$ cat src/rtl/spart_rx_if.sv
`default_nettype none
// ============================================================================
//  Module      : spart_rx_if
//  Description : Signal bundle between the SPART receiver and its neighbours.
//                It carries the serial line, the 16x baud tick, the consumer
//                read strobe and the received-byte/status outputs.
//
//                Modports:
//                  slave  - the receiver (spart_rx)
//                  master - line driver / baud source / byte consumer
//
//                Signals:
//                  rxd        serial line, idles high (asynchronous)
//                  rx_baud_en one-clk tick at 16x the bit rate
//                  rd_en      one-clk consumer read strobe
//                  rx_data    last received byte
//                  rda        receive data available
//                  overrun    unread byte was overwritten (sticky)
//                  frame_err  stop bit sampled low (sticky)
//  Revision    : 1.0 - initial release
// ============================================================================
interface spart_rx_if;
  logic       rxd;
  logic       rx_baud_en;
  logic       rd_en;
  logic [7:0] rx_data;
  logic       rda;
  logic       overrun;
  logic       frame_err;

  modport slave (
    input  rxd,
    input  rx_baud_en,
    input  rd_en,
    output rx_data,
    output rda,
    output overrun,
    output frame_err
  );

  modport master (
    output rxd,
    output rx_baud_en,
    output rd_en,
    input  rx_data,
    input  rda,
    input  overrun,
    input  frame_err
  );
endinterface
`default_nettype wire

$ cat src/rtl/spart_rx.sv
`default_nettype none
// ============================================================================
//  Module      : spart_rx
//  Description : 8N1 serial receiver with 16x oversampling. The line is
//                synchronized through two flops, a start bit is qualified at
//                its middle, then each data bit and the stop bit are sampled
//                16 ticks apart. A completed byte is latched into rx_data and
//                flagged with rda; overwriting an unread byte sets overrun.
//
//  Ports       : clk  - single clock for all logic
//                rst  - synchronous active-high reset
//                bus  - spart_rx_if.slave (rxd, rx_baud_en, rd_en in;
//                       rx_data, rda, overrun, frame_err out)
//
//  Options     : SPART_RX_FRAMING_ERR_EN
//                  defined   - a low stop bit sets frame_err and the byte is
//                              discarded (rx_data/rda untouched)
//                  undefined - frame_err is tied low and the byte is
//                              delivered regardless of the stop bit level
//  Revision    : 1.0 - initial release
// ============================================================================
module spart_rx (
  input  wire logic clk,
  input  wire logic rst,
  spart_rx_if.slave bus
);

  // --------------------------------------------------------------------------
  // Constants
  // --------------------------------------------------------------------------
  localparam logic [1:0] c_IDLE  = 2'd0;
  localparam logic [1:0] c_START = 2'd1;
  localparam logic [1:0] c_DATA  = 2'd2;
  localparam logic [1:0] c_STOP  = 2'd3;

  // Tick count value at which the start bit is checked (its 8th tick, i.e.
  // the middle of the bit) and at which data/stop bits are sampled (16th).
  localparam logic [3:0] c_MID_TICK  = 4'd7;
  localparam logic [3:0] c_LAST_TICK = 4'd15;
  localparam logic [2:0] c_LAST_BIT  = 3'd7;

  // --------------------------------------------------------------------------
  // Declarations
  // --------------------------------------------------------------------------
  logic       r_rxd_meta;
  logic       r_rxd_sync;

  logic [1:0] r_state;
  logic [1:0] w_state_nxt;

  logic [3:0] r_tick_cnt;
  logic [2:0] r_bit_idx;
  logic [7:0] r_shift;

  logic       w_cnt_clr;   // restart the bit timing (tick and bit index)
  logic       w_shift_en;  // sample one data bit into the shift register
  logic       w_stop_smp;  // the stop bit is being sampled on this edge
  logic       w_load;      // deliver the shift register to rx_data

  logic [7:0] r_rx_data;
  logic       r_rda;
  logic       r_overrun;

  // --------------------------------------------------------------------------
  // Input synchronizer. Both flops reset high so that reset never looks like
  // a falling start edge.
  // --------------------------------------------------------------------------
  always_ff @(posedge clk) begin
    if (rst) begin
      r_rxd_meta <= 1'b1;
      r_rxd_sync <= 1'b1;
    end else begin
      r_rxd_meta <= bus.rxd;
      r_rxd_sync <= r_rxd_meta;
    end
  end

  // --------------------------------------------------------------------------
  // FSM: state register
  // --------------------------------------------------------------------------
  always_ff @(posedge clk) begin
    if (rst) begin
      r_state <= c_IDLE;
    end else begin
      r_state <= w_state_nxt;
    end
  end

  // --------------------------------------------------------------------------
  // FSM: next state. Nothing moves between baud ticks.
  // --------------------------------------------------------------------------
  always_comb begin
    w_state_nxt = r_state;
    if (bus.rx_baud_en) begin
      case (r_state)
        c_IDLE: begin
          if (!r_rxd_sync) begin
            w_state_nxt = c_START;
          end
        end
        c_START: begin
          // A line that is back high by mid start bit was a glitch.
          if (r_tick_cnt == c_MID_TICK) begin
            w_state_nxt = r_rxd_sync ? c_IDLE : c_DATA;
          end
        end
        c_DATA: begin
          if ((r_tick_cnt == c_LAST_TICK) && (r_bit_idx == c_LAST_BIT)) begin
            w_state_nxt = c_STOP;
          end
        end
        c_STOP: begin
          // Return straight to IDLE on the sample edge; a low line seen
          // while still in STOP is never treated as a start.
          if (r_tick_cnt == c_LAST_TICK) begin
            w_state_nxt = c_IDLE;
          end
        end
        default: begin
          w_state_nxt = c_IDLE;
        end
      endcase
    end
  end

  // --------------------------------------------------------------------------
  // FSM: outputs (datapath strobes)
  // --------------------------------------------------------------------------
  always_comb begin
    w_cnt_clr  = 1'b0;
    w_shift_en = 1'b0;
    w_stop_smp = 1'b0;
    if (bus.rx_baud_en) begin
      case (r_state)
        c_IDLE: begin
          // Holding the counters at zero in IDLE means START always begins
          // its count from a clean value.
          w_cnt_clr = 1'b1;
        end
        c_START: begin
          if (r_tick_cnt == c_MID_TICK) begin
            w_cnt_clr = 1'b1;
          end
        end
        c_DATA: begin
          if (r_tick_cnt == c_LAST_TICK) begin
            w_shift_en = 1'b1;
          end
        end
        c_STOP: begin
          if (r_tick_cnt == c_LAST_TICK) begin
            w_stop_smp = 1'b1;
          end
        end
        default: begin
          w_cnt_clr = 1'b1;
        end
      endcase
    end
  end

  // --------------------------------------------------------------------------
  // Bit timing counters and shift register. Both counters wrap naturally:
  // the tick counter rolls 15->0 between bits and the bit index rolls 7->0
  // as the last data bit is taken.
  // --------------------------------------------------------------------------
  always_ff @(posedge clk) begin
    if (rst) begin
      r_tick_cnt <= 4'd0;
      r_bit_idx  <= 3'd0;
      r_shift    <= 8'h00;
    end else if (bus.rx_baud_en) begin
      if (w_cnt_clr) begin
        r_tick_cnt <= 4'd0;
        r_bit_idx  <= 3'd0;
      end else begin
        r_tick_cnt <= r_tick_cnt + 4'd1;
      end
      if (w_shift_en) begin
        // LSB arrives first, so shift in from the top.
        r_shift   <= {r_rxd_sync, r_shift[7:1]};
        r_bit_idx <= r_bit_idx + 3'd1;
      end
    end
  end

  // --------------------------------------------------------------------------
  // Stop-bit qualification
  // --------------------------------------------------------------------------
`ifdef SPART_RX_FRAMING_ERR_EN
  logic w_frame_set;
  logic r_frame_err;

  assign w_load      = w_stop_smp &  r_rxd_sync;
  assign w_frame_set = w_stop_smp & ~r_rxd_sync;

  // A framing error has priority over a same-edge read so the event is
  // never lost; a read on any other edge clears it.
  always_ff @(posedge clk) begin
    if (rst) begin
      r_frame_err <= 1'b0;
    end else if (w_frame_set) begin
      r_frame_err <= 1'b1;
    end else if (bus.rd_en) begin
      r_frame_err <= 1'b0;
    end
  end

  assign bus.frame_err = r_frame_err;
`else
  // Without framing checks the stop bit level is ignored.
  assign w_load        = w_stop_smp;
  assign bus.frame_err = 1'b0;
`endif

  // --------------------------------------------------------------------------
  // Receive buffer and status. A load beats a coincident read: the new byte
  // stays available, and since the consumer just read the old one the
  // overwrite is not an overrun (the read also clears any older overrun).
  // --------------------------------------------------------------------------
  always_ff @(posedge clk) begin
    if (rst) begin
      r_rx_data <= 8'h00;
      r_rda     <= 1'b0;
      r_overrun <= 1'b0;
    end else if (w_load) begin
      r_rx_data <= r_shift;
      r_rda     <= 1'b1;
      r_overrun <= bus.rd_en ? 1'b0 : (r_overrun | r_rda);
    end else if (bus.rd_en) begin
      r_rda     <= 1'b0;
      r_overrun <= 1'b0;
    end
  end

  assign bus.rx_data = r_rx_data;
  assign bus.rda     = r_rda;
  assign bus.overrun = r_overrun;

endmodule
`default_nettype wire

$ cat src/flat_wrapper.sv
// flat-port wrapper written by rule: the top's interface ports become plain ports
module spart_rx_flat 
  (clk, rst, bus_rxd, bus_rx_baud_en, bus_rd_en, bus_rx_data, bus_rda, bus_overrun, bus_frame_err);
  spart_rx_if bus_i ();
  input  wire logic clk;
  input  wire logic rst;
  input wire logic [$bits(bus_i.rxd)-1:0] bus_rxd;
  input wire logic [$bits(bus_i.rx_baud_en)-1:0] bus_rx_baud_en;
  input wire logic [$bits(bus_i.rd_en)-1:0] bus_rd_en;
  output wire logic [$bits(bus_i.rx_data)-1:0] bus_rx_data;
  output wire logic [$bits(bus_i.rda)-1:0] bus_rda;
  output wire logic [$bits(bus_i.overrun)-1:0] bus_overrun;
  output wire logic [$bits(bus_i.frame_err)-1:0] bus_frame_err;
  assign bus_i.rxd = bus_rxd;
  assign bus_i.rx_baud_en = bus_rx_baud_en;
  assign bus_i.rd_en = bus_rd_en;
  assign bus_rx_data = bus_i.rx_data;
  assign bus_rda = bus_i.rda;
  assign bus_overrun = bus_i.overrun;
  assign bus_frame_err = bus_i.frame_err;
  spart_rx u_core (.clk(clk), .rst(rst), .bus(bus_i));
endmodule
$ cat config.mk
export PLATFORM = sky130hd
export DESIGN_NAME = spart_rx_flat
export DESIGN_NICKNAME = d
export VERILOG_FILES = /design/src/rtl/spart_rx_if.sv /design/src/rtl/spart_rx.sv /design/src/flat_wrapper.sv
export SDC_FILE = /design/constraint.sdc
export NUM_CORES = 1
export LEC_CHECK = 0
export CORE_MARGIN = 2
export CORE_UTILIZATION = 53
export DETAILED_ROUTE_END_ITERATION = 6
export GPL_TIMING_DRIVEN = 0
export PLACE_DENSITY = 0.88
export REMOVE_ABC_BUFFERS = 1
export SYNTH_ARGS = -nofsm -noshare
export SYNTH_HDL_FRONTEND = slang
export SYNTH_SLANG_ARGS = --single-unit
$ cat constraint.sdc
create_clock -name clk -period 1.7 [get_ports clk]
set_clock_uncertainty 0.15 [all_clocks]
set_input_delay 0.34 -clock clk [delete_from_list [all_inputs] [get_ports clk]]
set_output_delay 0.34 -clock clk [all_outputs]
set_load 0.03 [all_outputs]
==> flow_summary_export.csv <==
group,metric,value,unit
die,ios,16,
grt,grt_pass1_vias,972,
clock_tree,clock-sinks,29,
clock_tree,ctsHoldBuffers,0,
power,total_power,0.001428,W
sta,rsz0062_at_grt,"false",
grt,grt_max_degree,34,
job,drv_cap,0,
synthesis,ys_seq_area_frac,0.4567,
grt,grt_overflow_total,0,
clock_tree,clockBufferDepth,2,
synthesis,synth.area.top_cells,"dfxtp_1, a21oi_1, nand3_1",
sta,drv_slew,0,
worst_setup_path,arrival,1690,ps
sta,setup_violations,0,
die,die_area,0.002806,mm^2
sta,fin_crit_sh,0.9322,
placed_design,port_buffers,14,
placed_design,hpwl,1.526,mm
die,initial_core_util,0.5692,
drt,num_vias,1083,
synthesis,synth-seq-cells,29,
worst_setup_path,cp_max_fo,11,
clock_tree,insertion_delay,340,ps
sta,hold_viol_final,0,
drt,drcViolationCount,0,
grt,track_usage,0.1963,
final_layout,layout.nets,162,
worst_setup_path,crit_type,"reg2reg",
worst_hold_path,hp-class,"reg2reg",
clock_tree,clkSlewWorstSetupHoldPaths,100,ps
worst_setup_path,required,1800,ps
sta,slew-limit-headroom,0.2986,
synthesis,synth.lib_cells_used.distinct,35,
placed_design,routabilityCongestion,0.7610,
synthesis,synth_top_area_frac,0.4567,
sta,tightest_slew,1052,ps
die,fp.dieW,52.98,um
clock_tree,numCtsBuffers,5,
final_layout,area_delta_synth_final,16.04,%
status,status,"complete, no violations",
drt,routed_wl,2.506,mm
clock_tree,htree_num_levels,2,
placed_design,dpl_worst_slack,-657.5,ps
synthesis,syn_inst,144,
clock_tree,tritoncts,"done",
drt,wl_per_cell,13.69,um
final_layout,layout-drive-gt1-share,0.1032,
sta,worst_slack,115.2,ps
drt,post_drt_via_cell_ratio,5.918,
die,rows,17,
worst_setup_path,cp-start-kind,"register",
final_layout,nFillCells,190,
final_layout,layout_common_cells,"dfxtp_1, a21oi_1, nand3_1",
drt,drt_pass1_iterations,4,
power,peakVddDrop,0.7824,mV
final_layout,final_common_cell,"dfxtp_1",
die,core,0.002233,mm^2
grt,grt_first_pass_wirelength,3.953,mm
grt,antenna_found_initial,0,
sta,fin_crit,1585,ps
power,p_leak,0.5472,nW
final_layout,multi_input_area,613.1,um^2
clock_tree,cts_root_buf,"clkbuf_4",
synthesis,syn-cell-area,0.001271,mm^2
synthesis,synth.avg_cell_area,8.828,um^2
final_layout,diodes,0,
synthesis,synth_top_area_cell,"dfxtp_1",
drt,drtIter0Drc,25,
sta,fmax,0.6310,GHz
synthesis,yosysWarnings,0,
drt,ant_nets,0,
sta,hold_ws,264.5,ps
worst_setup_path,critPathCaptureType,"register",
die,die_height,52.98,um
final_layout,seq_area,580.6,um^2
power,cellPowerDensity,968.3,mW/mm^2
-- what timing repair did --
item / CTS / global route
pin swaps: 2 / 0
gates resized for setup: 13 / 1
setup buffers: 1 / 0
cloned: 0 / 1
endpoints found under the setup margin: 31 / 5
-- critical path, stage by stage (launching register included) --
cell and delay, ps:
dfxtp_1 510, nor2b_2 480, a21oi_1 120, a311oi_1 240
-- through the flow --
step	TNS, ps	utilization	cells	instance area, um^2
after floorplan	0	-	131	1190
after global placement	-12290	0.6112	173	1365
after detailed placement	-14640	0.6112	173	1365
after CTS	0	0.6549	182	1463
after global routing	0	0.6605	183	1475
final	0	0.6605	183	1475
-- cells in the mapped netlist (all sizes together) --
cell type,n
a211oi,1
a21oi,22
a311oi,1
a31oi,1
and2,1
and3,1
and4,2
buf,10
clkbuf,3
conb,1
dfxtp,29
ha,3
inv,3
mux2i,1
nand2,2
nand2b,3
nand3,17
nand3b,1
nand4,2
nand4b,4
nand4bb,1
nor2,2
nor2b,2
nor3,4
o21ai,16
o311ai,2
o31a,1
or2,3
or3,2
xnor2,1
xor2,2
-- report_power, final --
part / leakage [nW] / total [W] / internal (W) / switching [W]
clock: 0.0552 / 0.000706 / 0.000455 / 0.000251
sequential: 0.234 / 0.000685 / 0.000682 / 0.00000303
combinational: 0.258 / 0.0000369 / 0.0000133 / 0.0000236
total: 0.547 / 0.00143 / 0.00115 / 0.000278
-- sequential cells by signal (all words and copies together), names as in the netlist, named ones only --
register,cells
u_core.bus.overrun,1
u_core.bus.rda,1
u_core.bus.rx_data,8
u_core.r_bit_idx,3
u_core.r_rxd_meta,1
u_core.r_rxd_sync,1
u_core.r_shift,8
u_core.r_state,1
u_core.r_tick_cnt,4
-- cell type report --
| cell class | instances | area share |
|---|---|---|
| Clock inverter | 3 | 0.04411 |
| Sequential cell | 29 | 0.3936 |
| Inverter | 3 | 0.007634 |
| Multi-Input combinational cell | 100 | 0.4156 |
| Clock buffer | 5 | 0.02545 |
| Tap cell | 28 | 0.02375 |
| Timing Repair Buffer | 15 | 0.08991 |
-- routing by layer --
layer | vias up | routed length, um | GRT usage
met5 | - | 0 | 0
met4 | 0 | 53 | 0.1325
met3 | 6 | 135 | 0.05932
met2 | 20 | 1219 | 0.3396
met1 | 516 | 1098 | 0.2014
li1 | 541 | - | -
-- cells by family after synthesis --
| group | Yosys count | share of synthesized area |
|---|---|---|
| fa+ha+maj | 3 | 0.02953 |
| flops | 29 | 0.4567 |
| buf+inv | 16 | 0.07284 |
| compound gates | 44 | 0.1880 |
| other cells | 1 | 0.002950 |
| mux | 1 | 0.007874 |
| xor+xnor | 3 | 0.02067 |
| simple gates | 47 | 0.2215 |
-- path summary, 6_finish.rpt --
path                                   startpoint             endpoint  slack, ps  cells after the start
worst max register to register           register  u_core.r_bit_idx[0]        120                      3
worst min register to register  u_core.r_rxd_meta    u_core.r_rxd_sync        260                      1
worst min-delay path            u_core.r_rxd_meta    u_core.r_rxd_sync        260                      1
worst max-delay path                     register  u_core.r_bit_idx[0]        120                      3
Power figures use the tool's default switching activity.
